`config.mk`:
```
export PLATFORM = sky130hd
export DESIGN_NAME = vip_ram_ctrl_flat
export DESIGN_NICKNAME = d
export VERILOG_FILES = /design/src/rtl/vip_ram_if.sv /design/src/rtl/vip_ram_ctrl.sv /design/src/flat_wrapper.sv
export SDC_FILE = /design/constraint.sdc
export NUM_CORES = 1
export LEC_CHECK = 0
export BUFFER_PORTS_ARGS = -buffer_cell sky130_fd_sc_hd__buf_2
export CAP_MARGIN = 20
export CORE_ASPECT_RATIO = 0.8
export CORE_UTILIZATION = 45
export CTS_BUF_LIST = sky130_fd_sc_hd__clkbuf_16
export CTS_CLUSTER_SIZE = 24
export DETAILED_ROUTE_END_ITERATION = 16
export SYNTH_ARGS = -nofsm -noshare
export SYNTH_HDL_FRONTEND = slang
export SYNTH_SLANG_ARGS = --single-unit
```
`constraint.sdc`:
```
create_clock -name clk -period 5.75 [get_ports clk]
set_input_delay 1.725 -clock clk [delete_from_list [all_inputs] [get_ports clk]]
set_output_delay 1.725 -clock clk [all_outputs]
set_load 0.01 [all_outputs]
```
`src/rtl/vip_ram_if.sv`:
```
// VIP record command/response bundle between a client menu (master) and the
// record store (slave).
interface vip_ram_if;
  // Commands are level-held by the client. The slave accepts a command only
  // on a transition from 00 to nonzero. It answers with a one-cycle r_ack_o
  // pulse. The client must return to 00 before it issues the next command.
  logic [1:0]  w_wr_ram_vip_i;
  logic [1:0]  w_vip_i;
  logic [4:0]  w_vip_movie_number_i;
  logic [31:0] w_vip_cost_i;
  logic [31:0] w_vip_save_i;
  logic [19:0] w_vip_password_i;
  logic [2:0]  w_vip_day_i;

  logic [1:0]  r_vip_o;
  logic [4:0]  r_vip_movie_number_o;
  logic [31:0] r_vip_cost_o;
  logic [31:0] r_vip_save_o;
  logic [19:0] r_vip_password_o;
  logic [2:0]  r_vip_day_o;
  logic [4:0]  r_vip_off_o;
  logic        r_ack_o;
  logic        r_err_o;

  modport master (
    output w_wr_ram_vip_i, w_vip_i, w_vip_movie_number_i, w_vip_cost_i,
           w_vip_save_i, w_vip_password_i, w_vip_day_i,
    input  r_vip_o, r_vip_movie_number_o, r_vip_cost_o, r_vip_save_o,
           r_vip_password_o, r_vip_day_o, r_vip_off_o, r_ack_o, r_err_o
  );

  modport slave (
    input  w_wr_ram_vip_i, w_vip_i, w_vip_movie_number_i, w_vip_cost_i,
           w_vip_save_i, w_vip_password_i, w_vip_day_i,
    output r_vip_o, r_vip_movie_number_o, r_vip_cost_o, r_vip_save_o,
           r_vip_password_o, r_vip_day_o, r_vip_off_o, r_ack_o, r_err_o
  );
endinterface

```
`src/rtl/vip_ram_ctrl.sv`:
```
// VIP record store: executes create/update/read commands from the record
// interface, returns slot contents plus the discount, and ages active days.
module vip_ram_ctrl #(
  parameter int unsigned NUM_VIP = 4,
  parameter logic [4:0]  OFF_MAX = 5'd20
) (
  input  logic     clk,
  input  logic     rst_n,
  input  logic     day_tick,
  vip_ram_if.slave bus,
  output logic     dbg_state
);

  localparam logic [1:0] CMD_IDLE   = 2'b00;
  localparam logic [1:0] CMD_CREATE = 2'b01;
  localparam logic [1:0] CMD_UPDATE = 2'b10;
  localparam logic [1:0] CMD_READ   = 2'b11;

  typedef enum logic {S_IDLE = 1'b0, S_EXEC = 1'b1} state_t;

  state_t      state, state_nxt;
  logic [1:0]  prev_cmd;
  logic        fire;
  logic [1:0]  cmd, idx;

  logic        slot_valid [NUM_VIP];
  logic [4:0]  movie_q    [NUM_VIP];
  logic [31:0] cost_q     [NUM_VIP];
  logic [31:0] save_q     [NUM_VIP];
  logic [19:0] pw_q       [NUM_VIP];
  logic [2:0]  day_q      [NUM_VIP];

  logic        cur_valid;
  logic        do_write;
  logic        res_err;
  logic [4:0]  res_movie;
  logic [31:0] res_cost, res_save;
  logic [19:0] res_pw;
  logic [2:0]  res_day;

  assign cmd       = bus.w_wr_ram_vip_i;
  assign idx       = bus.w_vip_i;
  assign dbg_state = state;

  function automatic logic [4:0] off_of(input logic [2:0] d, input logic [4:0] m);
    if (d == 3'd0)       return 5'd0;
    else if (m < 5'd5)   return 5'd5;
    else if (m < 5'd10)  return 5'd10;
    else if (m < 5'd20)  return 5'd15;
    else                 return OFF_MAX;
  endfunction

  always_ff @(posedge clk or negedge rst_n) begin
    if (!rst_n) begin
      state    <= S_IDLE;
      prev_cmd <= CMD_IDLE;
    end else begin
      state    <= state_nxt;
      prev_cmd <= cmd;
    end
  end

  // Edges seen while in EXEC are dropped; prev_cmd still tracks the level.
  always_comb begin
    state_nxt = state;
    fire      = 1'b0;
    case (state)
      S_IDLE: begin
        if (prev_cmd == CMD_IDLE && cmd != CMD_IDLE) begin
          fire      = 1'b1;
          state_nxt = S_EXEC;
        end
      end
      S_EXEC:  state_nxt = S_IDLE;
      default: state_nxt = S_IDLE;
    endcase
  end

  // Response contents are the slot as it looks after the command; invalid
  // slots are never written, so their stored fields are zero.
  always_comb begin
    cur_valid = slot_valid[idx];
    do_write  = 1'b0;
    res_err   = 1'b0;
    res_movie = cur_valid ? movie_q[idx] : 5'd0;
    res_cost  = cur_valid ? cost_q[idx]  : 32'd0;
    res_save  = cur_valid ? save_q[idx]  : 32'd0;
    res_pw    = cur_valid ? pw_q[idx]    : 20'd0;
    res_day   = cur_valid ? day_q[idx]   : 3'd0;
    case (cmd)
      CMD_CREATE: begin
        if (cur_valid) begin
          res_err = 1'b1;
        end else begin
          do_write  = fire;
          res_movie = 5'd0;
          res_cost  = 32'd0;
          res_save  = 32'd0;
          res_pw    = bus.w_vip_password_i;
          res_day   = 3'd0;
        end
      end
      CMD_UPDATE: begin
        if (!cur_valid) begin
          res_err = 1'b1;
        end else begin
          do_write  = fire;
          res_movie = bus.w_vip_movie_number_i;
          res_cost  = bus.w_vip_cost_i;
          res_save  = bus.w_vip_save_i;
          res_pw    = bus.w_vip_password_i;
          res_day   = bus.w_vip_day_i;
        end
      end
      CMD_READ: res_err = !cur_valid;
      default:  res_err = 1'b0;
    endcase
  end

  // A write to a slot overrides that slot's aging in the same cycle.
  always_ff @(posedge clk or negedge rst_n) begin
    if (!rst_n) begin
      for (int i = 0; i < NUM_VIP; i++) begin
        slot_valid[i] <= 1'b0;
        movie_q[i]    <= 5'd0;
        cost_q[i]     <= 32'd0;
        save_q[i]     <= 32'd0;
        pw_q[i]       <= 20'd0;
        day_q[i]      <= 3'd0;
      end
    end else begin
      for (int i = 0; i < NUM_VIP; i++) begin
        if (do_write && idx == 2'(i)) begin
          slot_valid[i] <= 1'b1;
          movie_q[i]    <= res_movie;
          cost_q[i]     <= res_cost;
          save_q[i]     <= res_save;
          pw_q[i]       <= res_pw;
          day_q[i]      <= res_day;
        end else if (day_tick && slot_valid[i] && day_q[i] != 3'd0) begin
          day_q[i] <= day_q[i] - 3'd1;
        end
      end
    end
  end

  always_ff @(posedge clk or negedge rst_n) begin
    if (!rst_n) begin
      bus.r_ack_o              <= 1'b0;
      bus.r_err_o              <= 1'b0;
      bus.r_vip_o              <= 2'd0;
      bus.r_vip_movie_number_o <= 5'd0;
      bus.r_vip_cost_o         <= 32'd0;
      bus.r_vip_save_o         <= 32'd0;
      bus.r_vip_password_o     <= 20'd0;
      bus.r_vip_day_o          <= 3'd0;
      bus.r_vip_off_o          <= 5'd0;
    end else begin
      bus.r_ack_o <= fire;
      if (fire) begin
        bus.r_err_o              <= res_err;
        bus.r_vip_o              <= idx;
        bus.r_vip_movie_number_o <= res_movie;
        bus.r_vip_cost_o         <= res_cost;
        bus.r_vip_save_o         <= res_save;
        bus.r_vip_password_o     <= res_pw;
        bus.r_vip_day_o          <= res_day;
        bus.r_vip_off_o          <= off_of(res_day, res_movie);
      end
    end
  end

endmodule

```
`src/flat_wrapper.sv`:
```
// flat-port wrapper written by rule: the top's interface ports become plain ports
module vip_ram_ctrl_flat 
#(
  parameter int unsigned NUM_VIP = 4,
  parameter logic [4:0]  OFF_MAX = 5'd20
)
  (clk, rst_n, day_tick, dbg_state, bus_w_wr_ram_vip_i, bus_w_vip_i, bus_w_vip_movie_number_i, bus_w_vip_cost_i, bus_w_vip_save_i, bus_w_vip_password_i, bus_w_vip_day_i, bus_r_vip_o, bus_r_vip_movie_number_o, bus_r_vip_cost_o, bus_r_vip_save_o, bus_r_vip_password_o, bus_r_vip_day_o, bus_r_vip_off_o, bus_r_ack_o, bus_r_err_o);
  vip_ram_if bus_i ();
  input  logic clk;
  input  logic rst_n;
  input  logic day_tick;
  output logic dbg_state;
  input wire logic [$bits(bus_i.w_wr_ram_vip_i)-1:0] bus_w_wr_ram_vip_i;
  input wire logic [$bits(bus_i.w_vip_i)-1:0] bus_w_vip_i;
  input wire logic [$bits(bus_i.w_vip_movie_number_i)-1:0] bus_w_vip_movie_number_i;
  input wire logic [$bits(bus_i.w_vip_cost_i)-1:0] bus_w_vip_cost_i;
  input wire logic [$bits(bus_i.w_vip_save_i)-1:0] bus_w_vip_save_i;
  input wire logic [$bits(bus_i.w_vip_password_i)-1:0] bus_w_vip_password_i;
  input wire logic [$bits(bus_i.w_vip_day_i)-1:0] bus_w_vip_day_i;
  output wire logic [$bits(bus_i.r_vip_o)-1:0] bus_r_vip_o;
  output wire logic [$bits(bus_i.r_vip_movie_number_o)-1:0] bus_r_vip_movie_number_o;
  output wire logic [$bits(bus_i.r_vip_cost_o)-1:0] bus_r_vip_cost_o;
  output wire logic [$bits(bus_i.r_vip_save_o)-1:0] bus_r_vip_save_o;
  output wire logic [$bits(bus_i.r_vip_password_o)-1:0] bus_r_vip_password_o;
  output wire logic [$bits(bus_i.r_vip_day_o)-1:0] bus_r_vip_day_o;
  output wire logic [$bits(bus_i.r_vip_off_o)-1:0] bus_r_vip_off_o;
  output wire logic [$bits(bus_i.r_ack_o)-1:0] bus_r_ack_o;
  output wire logic [$bits(bus_i.r_err_o)-1:0] bus_r_err_o;
  assign bus_i.w_wr_ram_vip_i = bus_w_wr_ram_vip_i;
  assign bus_i.w_vip_i = bus_w_vip_i;
  assign bus_i.w_vip_movie_number_i = bus_w_vip_movie_number_i;
  assign bus_i.w_vip_cost_i = bus_w_vip_cost_i;
  assign bus_i.w_vip_save_i = bus_w_vip_save_i;
  assign bus_i.w_vip_password_i = bus_w_vip_password_i;
  assign bus_i.w_vip_day_i = bus_w_vip_day_i;
  assign bus_r_vip_o = bus_i.r_vip_o;
  assign bus_r_vip_movie_number_o = bus_i.r_vip_movie_number_o;
  assign bus_r_vip_cost_o = bus_i.r_vip_cost_o;
  assign bus_r_vip_save_o = bus_i.r_vip_save_o;
  assign bus_r_vip_password_o = bus_i.r_vip_password_o;
  assign bus_r_vip_day_o = bus_i.r_vip_day_o;
  assign bus_r_vip_off_o = bus_i.r_vip_off_o;
  assign bus_r_ack_o = bus_i.r_ack_o;
  assign bus_r_err_o = bus_i.r_err_o;
  vip_ram_ctrl #(.NUM_VIP(NUM_VIP), .OFF_MAX(OFF_MAX)) u_core (.clk(clk), .rst_n(rst_n), .day_tick(day_tick), .bus(bus_i), .dbg_state(dbg_state));
endmodule
```
After elaboration in Yosys (flattened, before gate mapping)
Cells that the tools add are included.
- bits in registers: 476
- latch bits: 0
- memory bits (writable): 0
- memory bits (read-only): 0
- input bits: 99
- output and inout bits: 102
- logic and storage cells: 136
- memories kept: 0
- add/sub/neg operators: 4
- $mul: 0
- divide/modulo/power cells: 0
- $lt $le $gt $ge: 4
- equal/unequal tests: 6
- shift operators: 0
- muxes and demuxes: 59
- bitwise operators: 2
- reduce and logical (&&, ||, !) cells: 26
- operators with widths (cell ; count):
    $mux W32 ; 10
    $bmux W32 S2 ; 2
    $pmux W32 S2 ; 2
    $mux W20 ; 5
    $mux W5 ; 9
    $bmux W20 S2 ; 1
    $pmux W20 S2 ; 1
    $mux W3 ; 13
    $logic_and A1 B1 Y1 ; 13
    $reduce_bool A3 Y1 ; 4
    $sub A3 B1 Y3 const B ; 4
    $bmux W5 S2 ; 1
    $pmux W5 S2 ; 1
    $reduce_bool A2 Y1 ; 5
    $eq A2 B2 Y1 const B ; 4
    $mux W1 ; 8
    $bmux W3 S2 ; 1
    $pmux W3 S2 ; 1
    $lt A5 B3 Y1 const B ; 1
    $lt A5 B4 Y1 const B ; 1
    $lt A5 B5 Y1 const B ; 1
    $eq A2 B1 Y1 const B ; 2
    $logic_not A2 Y1 ; 2
    $pmux W1 S2 ; 2
    other kinds (7) ; 7

Longest topological paths before layout
- depth after elaboration: 12
- mapped depth: 11
- gate-level depth less buffers: 8

Least setup slack after synthesis
No wires, ideal clock.
- kind: input-to-reg
- start: in bus_w_wr_ram_vip_i[0]
- end: reg u_core.bus.r_vip_off_o[0] (netlist name)
- library setup time: 0.103 ns
- data arrival time: 3.536 ns
- required time: 5.647 ns
- path slack: 2.111 ns
- cell stages on the path: 9
- path buffers: 2
- cells stage by stage: inv_1 ha_1 buf_2 and2_1 clkbuf_1 a32o_1 o21ai_1 and4b_1 o41ai_2
- cells in the longest elaborated chain, start to end: 7
- elaborated cells on any way between the ends: 16
- classes of those cells: 3 x order compare; 2 x eq/ne; 8 x mux; 3 x reduce/logical
- RTL lines (item ; RTL line ; RTL):
    start, declared ; flat_wrapper.sv:13 ; input wire logic [$bits(bus_i.w_wr_ram_vip_i)-1:0] bus_w_wr_ram_vip_i;
    $eq A2 B2 Y1 / $eq A2 B1 Y1 (equally long branches) ; vip_ram_ctrl.sv:90 ; case (cmd)
    $pmux W5 S2 ; vip_ram_ctrl.sv:90 ;
    $lt A5 B5 Y1 ; vip_ram_ctrl.sv:49 ; else if (m < 5'd20) return 5'd15;
    $mux W5 ; vip_ram_ctrl.sv:49 ;
    $mux W5 ; vip_ram_ctrl.sv:48 ; else if (m < 5'd10) return 5'd10;
    $mux W5 ; vip_ram_ctrl.sv:47 ; else if (m < 5'd5) return 5'd5;
    $mux W5 ; vip_ram_ctrl.sv:46 ; if (d == 3'd0) return 5'd0;
    end signal, assigned ; vip_ram_ctrl.sv:168 ; bus.r_vip_off_o <= off_of(res_day, res_movie);
    end, declared ; vip_ram_if.sv:36 ; r_vip_password_o, r_vip_day_o, r_vip_off_o, r_ack_o, r_err_o
Parallel ways exist; a longest one is shown, timed or not.
A chain may end at the register's enable or synchronous reset.

Worst setup path after layout
- start: in bus_w_wr_ram_vip_i[0]
- end: reg u_core.save_q[25] (netlist name)
- cells in the longest elaborated chain, start to end: 7
- elaborated cells on any way between the ends: 11
- classes of those cells: 2 x eq/ne; 6 x mux; 3 x reduce/logical
- RTL lines (item ; RTL line ; RTL):
    $reduce_bool A2 Y1 ; vip_ram_ctrl.sv:69 ; if (prev_cmd == CMD_IDLE && cmd != CMD_IDLE) begin
    $logic_and A1 B1 Y1 ; vip_ram_ctrl.sv:69 ;
    $mux W1 ; vip_ram_ctrl.sv:69 ;
    $mux W1 ; vip_ram_ctrl.sv:67 ; case (state)
    $mux W1 (on tied branches) ; vip_ram_ctrl.sv:104, vip_ram_ctrl.sv:92 ;
    $pmux W1 S2 ; vip_ram_ctrl.sv:90 ;
    $logic_and A1 B1 Y1 ; vip_ram_ctrl.sv:133 ; if (do_write && idx == 2'(i)) begin
    end signal, assigned by index ; vip_ram_ctrl.sv:137 ; save_q[i] <= res_save;
    end, declared ; vip_ram_ctrl.sv:29 ; logic [31:0] save_q [NUM_VIP];
Parallel ways exist; a longest one is shown, timed or not.

==> flow_metrics.env <==
export IMPL_synth_edf_count=0
export IMPL_drt_wl_total_um=51100
export IMPL_async_reset_ff_frac=1.00
export IMPL_rsz0062_at_grt="no"
export IMPL_core_um2=44500
export IMPL_syn_nets=1951
export IMPL_postCtsSetupRepairBufs=0
export IMPL_synth_area_um2=20400
export IMPL_ys_seq_elements=474
export IMPL_skew_ns=0.0177
export IMPL_hold_buffers=0
export IMPL_outcome="finished clean"
export IMPL_dp_hpwl_um=30400
export IMPL_layout_drive_gt1_share=0.206
export IMPL_ff_latch_area_um2=11900
export IMPL_cts_tree="yes"
export IMPL_intPower_mw=5.32
export IMPL_ant_nets=0
export IMPL_setup_violations=0
export IMPL_path_class="input port to flop"
export IMPL_wl_per_cell_um=19.6
export IMPL_ios=201
export IMPL_p_clk_frac=0.409
export IMPL_track_usage=0.231
export IMPL_slew_viol_final=0
export IMPL_grt_pass1_vias=14300
export IMPL_ctsResizeCount=0
export IMPL_worstHoldPathType="flop to flop"
export IMPL_syn_instance_count=1840
export IMPL_synthTopCellsByArea="dfrtp_1, mux4_2, o21ai_0"
export IMPL_die_height_um=192
export IMPL_grt_busiest_layer="met2"
export IMPL_clock_tree_root_cell="clkbuf_16"
export IMPL_path_cells="buf_2 -> inv_1 -> ha_1 -> and2_1 -> and2_2 -> buf_4 -> a22oi_1 -> o21ai_0"
export IMPL_clkLatencyLatePin_ns=0.57
export IMPL_synth_top_area_frac=0.581
export IMPL_hold_viol_final=0
export IMPL_gp_congestion=0.758
export IMPL_synth_top_flop_cell="dfrtp_1"
export IMPL_drc_errors=0
export IMPL_p_seq_frac=0.494
export IMPL_cp_end_kind="flop"
export IMPL_p_per_area_nw_per_um2=306
export IMPL_crit_slowest_cell="ha_1"
export IMPL_htree_num_levels=2
export IMPL_synth_area_leader_cell="dfrtp_1"
export IMPL_hp_start="u_core.bus.r_vip_save_o[13]"
export IMPL_yosys_top_cells_count="nand2_1, dfrtp_1, o21ai_0"
export IMPL_nFillCells=4006
export IMPL_syn_to_final_growth_pct=14.1
export IMPL_worst_pin_slew_ns=1.15
export IMPL_overflow=0
export IMPL_crit_fanout=24
export IMPL_worstPathRequired_ns=6.21
export IMPL_die_area_um2=46200
export IMPL_vdd_drop_max_uv=191
export IMPL_yosysUniqueCellTypes=44
export IMPL_grt_start_max_net_pins=143
export IMPL_arrival_ns=4.49
export IMPL_vias=14300
export IMPL_portBuffers=200
export IMPL_switchingPower_mw=1.80
export IMPL_r2r_start="u_core.bus.r_ack_o"
export IMPL_slew_headroom=0.234
export IMPL_synth_most_common_cell="nand2_1"
export IMPL_timing_fmax_ghz=0.248
export IMPL_cts_max_path_buffers=3
export IMPL_fin_hold_ws_ns=0.474
export IMPL_p_comb_frac=0.097
export IMPL_nets=2082
export IMPL_initial_core_util=0.458
export IMPL_yosys_warnings=0
export IMPL_avgViaCountPerCell=5.48
export IMPL_std_cell_rows=69
export IMPL_avgSynthCellArea_um2=11.1
export IMPL_cts_buffers_inserted=48
export IMPL_fin_crit_ns=4.02
export IMPL_ys_seq_area_frac=0.581
export IMPL_met2_usage=0.358
export IMPL_switching_share=0.253
export IMPL_use_met1=0.340
export IMPL_critPathLaunch="bus_w_wr_ram_vip_i[0]"
export IMPL_setup_tns_ns=0
export IMPL_antenna_found_initial=2
export IMPL_p_leak_nw=11.0
export IMPL_met3_usage=0.0349
export IMPL_slowest_delay_ns=0.65
export IMPL_multiInputGateArea_um2=7780
export IMPL_clkSinkCount=474
export IMPL_first_pass_iters=5
export IMPL_period_share=0.700
export IMPL_cp_start_kind="input port"
export IMPL_grt_pass1_wl_um=82500
export IMPL_clk_pin_slew_ns=0.06
export IMPL_maxCapViolCount=0
export IMPL_fp_dieW_um=240
export IMPL_drt_iter0_markers=1052
-- sequential cells by signal, summed over array words and instances, names as in the netlist --
name                             flops
u_core.prev_cmd                      2
u_core.bus.r_vip_movie_number_o      5
u_core.bus.r_vip_cost_o             32
u_core.movie_q                      20
u_core.cost_q                      128
u_core.bus.r_vip_password_o         20
u_core.bus.r_ack_o                   1
u_core.bus.r_vip_o                   2
u_core.pw_q                         80
u_core.bus.r_vip_save_o             32
u_core.bus.r_vip_day_o               3
u_core.save_q                      128
u_core.slot_valid                    4
u_core.bus.r_err_o                   1
u_core.bus.r_vip_off_o               4
u_core.day_q                        12
-- critical path, delay by kind of cell --
kind,cells,cell delay [ns]
buf+inv,3,0.59
compound gates,2,0.43
fa+ha+maj,1,0.65
simple gates,2,1.04
-- per-layer routing --
metal,vias up,part of all wire
met5,-,0
met4,0,0.018
met3,67,0.044
met2,289,0.46
met1,7228,0.47
li1,6726,-
-- placed cells by master (no fill, tap or decap), drive strengths merged, types with 3 or more instances in the layout --
master / count
nor2b: 4
mux2: 4
nand3: 4
mux4: 90
and2: 5
diode: 3
clkbuf: 49
a22oi: 89
nand2b: 9
ha: 12
nor2: 7
nand3b: 3
xnor2: 4
o21ai: 464
buf: 228
a32o: 3
dfrtp: 474
clkinv: 21
nand2: 475
mux2i: 4
a21oi: 6
nor3: 4
inv: 25
nand4: 3
-- layout make-up --
| class | instances | share of cell area |
|---|---|---|
| Sequential cell | 474 | 0.510 |
| Multi-Input combinational cell | 1204 | 0.334 |
| Timing Repair Buffer | 228 | 0.0593 |
| Clock buffer | 49 | 0.0527 |
| Tap cell | 603 | 0.0324 |
| Clock inverter | 34 | 0.00887 |
| Inverter | 15 | 0.00242 |
| Antenna cell | 3 | 0.000323 |
-- power groups by stage --
stage                     combinational (mW)  clock, mW  sequential, mW
after floorplan                        0.399          0            3.57
final                                  0.692       2.92            3.52
after global placement                 0.691          0            3.58
after CTS                              0.706       3.00            3.52
after global routing                   0.772       3.15            3.53
after detailed placement               0.703          0            3.58
-- metrics by stage --
| step | setup slack (ns) | cell area, um^2 | utilization | power [mW] | std cells |
|---|---|---|---|---|---|
| 2_1_floorplan | 2.11 | 20400 | - | 3.97 | 1840 |
| 3_3_place_gp | 1.22 | 21800 | 0.490 | 4.27 | 2524 |
| 3_5_place_dp | 1.14 | 21800 | 0.490 | 4.28 | 2524 |
| 4_1_cts | 1.72 | 23300 | 0.522 | 7.22 | 2607 |
| 5_1_grt | 1.63 | 23300 | 0.522 | 7.45 | 2609 |
| 6_report | 1.73 | 23300 | 0.523 | 7.13 | 2610 |
-- logic make-up (layout without fill, tap and decap cells) --
| logic type | after synthesis | count (layout) | synth area share |
|---|---|---|---|
| compound gates | 570 | 570 | 0.166 |
| simple gates | 520 | 520 | 0.101 |
| flops | 474 | 474 | 0.581 |
| buf+inv | 162 | 326 | 0.0390 |
| mux | 98 | 98 | 0.104 |
| fa+ha+maj | 12 | 12 | 0.00736 |
| xor+xnor | 4 | 4 | 0.00172 |
| other cells | 0 | 3 | 0 |
-- final timing paths --
path,depth (start not counted),endpoint,slack (ns)
worst max-delay path,8,u_core.save_q[25],1.73
worst min-delay path,2,u_core.bus.r_vip_save_o[13],0.47
worst max register to register,7,u_core.cost_q[1],2.79
worst min register to register,2,u_core.bus.r_vip_save_o[13],0.47
max in group asynchronous,2,u_core.cost_q[69],3.49
min in group asynchronous,1,u_core.bus.r_vip_save_o[26],1.22
Power figures use the tool's default switching activity.
